## src/rtl/adda_pkg.sv

```systemverilog
// rtl/adda_pkg.sv - shared state encoding and pipeline latency for the FIFO scaler
package adda_pkg;

    typedef enum logic [1:0] {
        ST_IDLE  = 2'd0,
        ST_RUN   = 2'd1,
        ST_DRAIN = 2'd2,
        ST_DONE  = 2'd3
    } state_e;

    // Cycles from an input FIFO read strobe to the matching output FIFO write.
    localparam int PIPE_LATENCY = 2;

endpackage

```

## src/rtl/amp_scale.sv

```systemverilog
// rtl/amp_scale.sv - combinational decimating shift and truncation of one sample word
module amp_scale #(
    parameter int SAMPLE_RATE = 4,
    parameter int DATA_WIDTH  = 14
) (
    input  logic [DATA_WIDTH+SAMPLE_RATE-1:0] din_i,
    input  logic [2:0]                        shift_i,
    output logic [DATA_WIDTH-1:0]             dout_o
);

    logic [DATA_WIDTH+SAMPLE_RATE-1:0] shifted;

    // Remove the accumulation gain plus the requested attenuation, keep the low bits.
    always_comb begin
        shifted = din_i >> (SAMPLE_RATE + int'(shift_i));
        dout_o  = shifted[DATA_WIDTH-1:0];
    end

endmodule

```

## src/rtl/fifo_scale_ctrl.sv

```systemverilog
// rtl/fifo_scale_ctrl.sv - frame controller moving scaled words from an input FIFO to an output FIFO
import adda_pkg::*;

module fifo_scale_ctrl #(
    parameter int SAMPLE_RATE = 4,
    parameter int DATA_WIDTH  = 14,
    parameter int LEN_WIDTH   = 16
) (
    input  logic                             clk,
    input  logic                             rst_n,
    input  logic                             start,
    input  logic                             abort,
    input  logic [LEN_WIDTH-1:0]             frame_len,
    input  logic [2:0]                       shift,
    input  logic                             infifo_almst_empty,
    output logic                             infifo_rd_en,
    input  logic [DATA_WIDTH+SAMPLE_RATE-1:0] infifo_dout,
    input  logic                             outfifo_almst_full,
    input  logic                             inbusy,
    output logic                             outfifo_wr_en,
    output logic [DATA_WIDTH-1:0]            outfifo_din,
    output logic                             busy,
    output logic                             done,
    output logic [LEN_WIDTH-1:0]             wr_cnt
);

    state_e                  state_q, state_d;
    logic [LEN_WIDTH-1:0]    len_q;
    logic [2:0]              shift_q;
    logic [LEN_WIDTH-1:0]    rd_cnt_q, rd_cnt_d;
    logic [LEN_WIDTH-1:0]    wr_cnt_q, wr_cnt_d;
    logic [PIPE_LATENCY-1:0] vld_q;
    logic [DATA_WIDTH-1:0]   din_q;
    logic [DATA_WIDTH-1:0]   scaled;
    logic                    rd_en;
    logic                    start_acc;

    assign start_acc     = (state_q == ST_IDLE) && start;
    assign infifo_rd_en  = rd_en;
    assign outfifo_wr_en = vld_q[PIPE_LATENCY-1];
    assign outfifo_din   = din_q;
    assign wr_cnt        = wr_cnt_q;
    assign busy          = (state_q != ST_IDLE);
    assign done          = (state_q == ST_DONE);

    amp_scale #(
        .SAMPLE_RATE (SAMPLE_RATE),
        .DATA_WIDTH  (DATA_WIDTH)
    ) u_amp_scale (
        .din_i   (infifo_dout),
        .shift_i (shift_q),
        .dout_o  (scaled)
    );

    // Frame sequencing and read gating; abort only matters while reads are being issued.
    always_comb begin
        state_d = state_q;
        rd_en   = 1'b0;
        case (state_q)
            ST_IDLE: begin
                if (start) begin
                    state_d = ST_RUN;
                end
            end
            ST_RUN: begin
                rd_en = !infifo_almst_empty && !outfifo_almst_full && !inbusy
                        && (rd_cnt_q < len_q);
                if ((rd_cnt_q == len_q) || abort) begin
                    state_d = ST_DRAIN;
                end
            end
            ST_DRAIN: begin
                if (vld_q == '0) begin
                    state_d = ST_DONE;
                end
            end
            ST_DONE: begin
                state_d = ST_IDLE;
            end
            default: begin
                state_d = ST_IDLE;
            end
        endcase
    end

    // Read/write counters: cleared on an accepted start, never wrap because reads stop at frame_len.
    always_comb begin
        rd_cnt_d = rd_cnt_q;
        wr_cnt_d = wr_cnt_q;
        if (start_acc) begin
            rd_cnt_d = '0;
            wr_cnt_d = '0;
        end else begin
            if (rd_en) begin
                rd_cnt_d = rd_cnt_q + LEN_WIDTH'(1);
            end
            if (vld_q[PIPE_LATENCY-1]) begin
                wr_cnt_d = wr_cnt_q + LEN_WIDTH'(1);
            end
        end
    end

    // Control registers; frame parameters are frozen at the accepted start.
    always_ff @(posedge clk or negedge rst_n) begin
        if (!rst_n) begin
            state_q  <= ST_IDLE;
            len_q    <= '0;
            shift_q  <= '0;
            rd_cnt_q <= '0;
            wr_cnt_q <= '0;
        end else begin
            state_q  <= state_d;
            rd_cnt_q <= rd_cnt_d;
            wr_cnt_q <= wr_cnt_d;
            if (start_acc) begin
                len_q   <= frame_len;
                shift_q <= shift;
            end
        end
    end

    // Fixed-latency data pipe: read strobe, then FIFO data scaled straight into the output register.
    always_ff @(posedge clk or negedge rst_n) begin
        if (!rst_n) begin
            vld_q <= '0;
            din_q <= '0;
        end else begin
            vld_q <= {vld_q[PIPE_LATENCY-2:0], rd_en};
            if (vld_q[0]) begin
                din_q <= scaled;
            end
        end
    end

endmodule

```

## config.mk

```make
export PLATFORM = sky130hd
export DESIGN_NAME = fifo_scale_ctrl
export DESIGN_NICKNAME = d
export VERILOG_FILES = /design/src/rtl/adda_pkg.sv /design/src/rtl/amp_scale.sv /design/src/rtl/fifo_scale_ctrl.sv
export SDC_FILE = /design/constraint.sdc
export NUM_CORES = 1
export LEC_CHECK = 0
export BUFFER_PORTS_ARGS = -buffer_cell sky130_fd_sc_hd__buf_2
export CAP_MARGIN = 20
export CELL_PAD_IN_SITES_DETAIL_PLACEMENT = 0
export CELL_PAD_IN_SITES_GLOBAL_PLACEMENT = 1
export CORE_ASPECT_RATIO = 0.5
export CORE_MARGIN = 8
export CORE_UTILIZATION = 45
export DETAILED_ROUTE_END_ITERATION = 10
export GPL_TIMING_DRIVEN = 0
export PLACE_DENSITY_LB_ADDON = 0.1
export RECOVER_POWER = 50
export SYNTH_ARGS = -nofsm -noshare
export SYNTH_HDL_FRONTEND = slang
export SYNTH_SLANG_ARGS = --single-unit
```

## constraint.sdc

```tcl
create_clock -name clk -period 6 [get_ports clk]
set_clock_uncertainty 0.2 [all_clocks]
set_input_delay 1.5 -clock clk [delete_from_list [all_inputs] [get_ports clk]]
set_output_delay 1.5 -clock clk [all_outputs]
set_load 0.005 [all_outputs]
```

# Word level (Yosys, flattened, before mapping)
# Index checks and enable logic that the tools add are counted.
classes:
  add_sub_neg: 3
  order_cmp: 1
  n_shift: 1
  muxes: 9
  n_eq_ne: 7
  reduce_logical: 14
ops:
  columns: ["op", "count"]
  rows:
  - ["16-bit 2-to-1 mux", 4]
  - ["16-bit by 1-bit adder with 16-bit output (second input constant)", 2]
  - ["18-bit by 32-bit right shift with 14-bit output", 1]
  - ["16-bit equality test", 1]
  - ["16-bit < comparator", 1]
  - ["2-bit case mux with 4 select lines", 1]
  - ["2-bit 2-to-1 mux", 3]
  - ["2-bit inequality test (second input constant)", 3]
  - ["2-bit nonzero test", 3]
  - ["3-bit by 3-bit adder with 4-bit output (first input constant)", 1]
  - ["2-bit equality test (second input constant)", 2]
  - ["1-bit logical AND", 4]
  - ["2-bit logical NOT", 2]
  - ["1-bit logical NOT", 3]
  - ["3-bit AND reduction", 1]
  - ["2-bit by 1-bit equality test with 1-bit output (second input constant)", 1]
  - ["1-bit logical OR", 1]
  - ["1-bit 2-to-1 mux", 1]
totals:
  output_inout_bits: 34
  inputBits: 44
  regBits: 69

# Logic depth before layout (Yosys ltp)
logic_depth:
  word_depth: 7
  depth_mapped: 8
  mapped_depth_nobuf: 7

# By module
# Synthesis repeated with hierarchy kept, for this count alone.
unflattened:
  cells_unflattened: 424
  area_unflattened_um2: 4177.8
modules_own_cells:
  columns: ["module", "n_inst", "seq_area_each_um2", "cells_per_inst", "area_per_inst_um2"]
  rows:
  - ["fifo_scale_ctrl", 1, 1726.7, 361, 3626.0]
  - ["amp_scale", 1, 0.0, 63, 551.8]

# Least setup slack after synthesis
# OpenSTA, ideal clock, no wires.
synth_timing:
  path_kind: "input -> output"
  from: "input port outfifo_almst_full"
  to: "output port infifo_rd_en"
  required_time_ns: 4.300
  arrival_time_ns: 2.346
  cell_stages: 5
  slack_ns: 1.954
  cell_sequence: "nor4_1 nand2_1 nor2_1 and3_1 clkbuf_1"
synth_between:
  elab_chain_cells: 5
synth_lines:
  columns: ["element", "line", "source"]
  rows:
  - ["from (decl)", "fifo_scale_ctrl.sv:18", "input logic outfifo_almst_full,"]
  - ["1-bit logical NOT", "fifo_scale_ctrl.sv:66", "rd_en = !infifo_almst_empty && !outfifo_almst_full && !inbusy"]
  - ["1-bit logical AND (2 in a row)", "fifo_scale_ctrl.sv:66", null]
  - ["1-bit logical AND", "fifo_scale_ctrl.sv:67", "&& (rd_cnt_q < len_q);"]
  - ["1-bit 2-to-1 mux", "fifo_scale_ctrl.sv:59", "case (state_q)"]
  - ["to (decl)", "fifo_scale_ctrl.sv:16", "output logic infifo_rd_en,"]
# No other way between the ends.

# Worst setup path after layout
# Ends and elaborated chain as after synthesis.

==> flow_metrics.env <==
export IMPL_outcome="finished clean"
export IMPL_port_buffers=73
export IMPL_grt_pass1_vias=3339
export IMPL_grt_max_degree=70
export IMPL_post_cts_setup_buffer_count=0
export IMPL_leakagePower_nw=2.37
export IMPL_yosys_top_cells_count="dfrtp_1 (69), nand2_1 (61), nor2_1 (40), mux2i_1 (33), inv_1 (26)"
export IMPL_busiest_layer="met2"
export IMPL_async_flop_share_pct=100
export IMPL_area_growth_pct=21.2
export IMPL_rsz0062_at_grt="no"
export IMPL_p_per_area_nw_per_um2=389
export IMPL_hold_viol=0
export IMPL_yosysUniqueCellTypes=42
export IMPL_grt_pass1_wl_um=16600
export IMPL_setup_tns_ns=0
export IMPL_rr_worst_depth=7
export IMPL_wirelength_um=9850
export IMPL_seq_power_share_pct=35.4
export IMPL_post_dp_cell_area_um2=4470
export IMPL_use_met1_pct=22.7
export IMPL_ys_ff_latch=69
export IMPL_crit_fanout=6
export IMPL_ys_seq_area_share_pct=43.9
export IMPL_avgViaCountPerCell=5.30
export IMPL_antenna_cells=0
export IMPL_drt_pass1_iterations=5
export IMPL_grtUsageMet3_pct=5.55
export IMPL_power_mw=1.85
export IMPL_relSlewSlack_pct=59.6
export IMPL_finalCritPeriodShare_pct=75.8
export IMPL_synth_main_ff_cell="dfrtp_1"
export IMPL_synthesis_area_um2=3930
export IMPL_rows=24
export IMPL_synth_top_area_share_pct=43.9
export IMPL_final_area_um2=4760
export IMPL_met2_usage_pct=27.1
export IMPL_cts_hold_buf=0
export IMPL_fillers=833
export IMPL_yosys_top_cells_area="dfrtp_1 (44%), mux2i_1 (8.4%), ha_1 (7.3%)"
export IMPL_coreArea_um2=8590
export IMPL_crit_type="in -> out"
export IMPL_synth_avg_cell_area_um2=9.22
export IMPL_cp_arrival_ns=2.85
export IMPL_final_cells=633
export IMPL_max_freq_mhz=220
export IMPL_numCtsBuffers=9
export IMPL_yosys_warnings=0
export IMPL_final_core_util_pct=55.4
export IMPL_dieArea_um2=12200
export IMPL_cts_root_buf="clkbuf_16"
export IMPL_wl_per_cell_um=15.6
export IMPL_fin_crit_ns=4.55
export IMPL_cts_tree="done"
export IMPL_r2r_end="len_q[14]"
export IMPL_switching_power_mw=0.663
export IMPL_peakVddDrop_mv=0.161
export IMPL_drive_above_1_share_pct=19.0
export IMPL_r2r_slack_ns=3.45
export IMPL_hp_class="reg -> reg"
export IMPL_hpwl_um=7140
export IMPL_synth_most_common_cell="dfrtp_1"
export IMPL_grt_overflow_total=0
export IMPL_internal_power_mw=1.19
export IMPL_finalSetupViolCount=0
export IMPL_synth_largest_area_cell="dfrtp_1"
export IMPL_ant_nets=0
export IMPL_vias=3352
export IMPL_synth_nets=493
export IMPL_drc_errors=0
export IMPL_worstSetupEndpointType="output pin"
export IMPL_cts_max_path_buffers=2
export IMPL_ctsResizeCount=0
export IMPL_synth_cells=426
export IMPL_crit_start="outfifo_almst_full"
export IMPL_grt_usage_pct=17.3
export IMPL_critPathRequiredTime_ns=4.30
export IMPL_htree_levels=3
export IMPL_dp_cells=617
export IMPL_insertion_delay_ns=0.34
export IMPL_fin_ws_ns=1.45
export IMPL_fp_dieH_um=82.1
export IMPL_clk_pin_slew_ns=0.06
export IMPL_fin_nets=578
export IMPL_pre_cts_slack_ns=1.43
export IMPL_clockPowerShare_pct=28.7
export IMPL_fp_dieW_um=148
export IMPL_pwr_share_comb_pct=35.9
export IMPL_slew_viol_final=0
export IMPL_synth_edff_count=0
export IMPL_ios=78
export IMPL_clock_sinks=69
export IMPL_critPathCapture="infifo_rd_en"
export IMPL_r2r_start="state_q[0]"
export IMPL_start_util_pct=45.7
export IMPL_antenna_found_initial=0
export IMPL_gp_congestion=0.820
export IMPL_p_sw_share_pct=35.8
export IMPL_drt_iter0_markers=177
export IMPL_startpoint_type="input pin"
export IMPL_holdWs_ns=0.171
export IMPL_worst_pin_slew_ns=0.606
export IMPL_drv_cap=0
-- cell type report --
| type | count | area, µm² | share of cell area [%] |
|---|---|---|---|
| Multi-Input combinational cell | 307 | 2000 | 42.1 |
| Sequential cell | 69 | 1730 | 36.3 |
| Timing Repair Buffer | 74 | 387 | 8.12 |
| Clock buffer | 9 | 225 | 4.73 |
| Tap cell | 117 | 146 | 3.07 |
| Buffer | 24 | 100 | 2.10 |
| Inverter | 26 | 97.6 | 2.05 |
| Clock inverter | 7 | 73.8 | 1.55 |
-- critical path: stages --
cell and delay [ns]:
buf_2 0.10, nor4_1 0.28, nand2_1 0.22, nor2_1 0.16
and3_1 0.16, clkbuf_1 0.26, buf_2 0.18
-- cell usage in the layout (no fill, tap or decap), drive strengths merged, types with 3 or more instances in the layout --
master,n
and3,7
ha,23
nand4,17
o22ai,3
clkbuf,31
o21ai,24
inv,27
buf,76
nand2b,9
or3,4
xor2,8
mux2i,33
xnor2,4
a21oi,17
nor2,40
clkinv,4
and4,3
nor3,6
nand2,61
nand3,9
dfrtp,69
a41o,5
nor4,4
a31oi,9
-- worst min path at each step --
stage	to	start	depth (start not counted)
floorplan	vld_q[1]	vld_q[0]	0
global placement	vld_q[1]	vld_q[0]	0
detailed placement	vld_q[1]	vld_q[0]	0
CTS	vld_q[1]	vld_q[0]	0
global route	vld_q[1]	vld_q[0]	0
finish	vld_q[1]	vld_q[0]	0
-- routing by layer --
layer	vias to the layer above	wire length, µm
li1	1660	-
met1	1602	4710
met2	72	4400
met3	18	588
met4	0	150
met5	-	0
-- power by group through the flow --
stage / registers [mW] / logic, mW / clock network [mW]
2_1_floorplan: 0.656 / 0.457 / 0
3_3_place_gp: 0.660 / 0.663 / 0
3_5_place_dp: 0.664 / 0.669 / 0
4_1_cts: 0.656 / 0.676 / 0.547
5_1_grt: 0.673 / 0.766 / 0.571
6_report: 0.656 / 0.665 / 0.532
-- registers in the layout, indices dropped and copies added (netlist names) --
register and count:
len_q 16, rd_cnt_q 16, wr_cnt 16, outfifo_din 14, shift_q 3, state_q 2, vld_q 2
-- logic make-up (layout without fill, tap and decap cells) --
| kind of cell | Yosys count | in the layout | synth area share [%] |
|---|---|---|---|
| adder cells (fa/ha/maj) | 23 | 23 | 7.32 |
| AO/OA/AOI/OAI | 69 | 69 | 10.8 |
| multiplexers | 37 | 37 | 10.1 |
| XOR/XNOR | 12 | 12 | 2.68 |
| AND/OR/NAND/NOR | 166 | 166 | 20.1 |
| buffers and inverters | 50 | 140 | 5.03 |
| flip-flops | 69 | 69 | 43.9 |
Note: power is estimated with default switching activity, not from simulation.
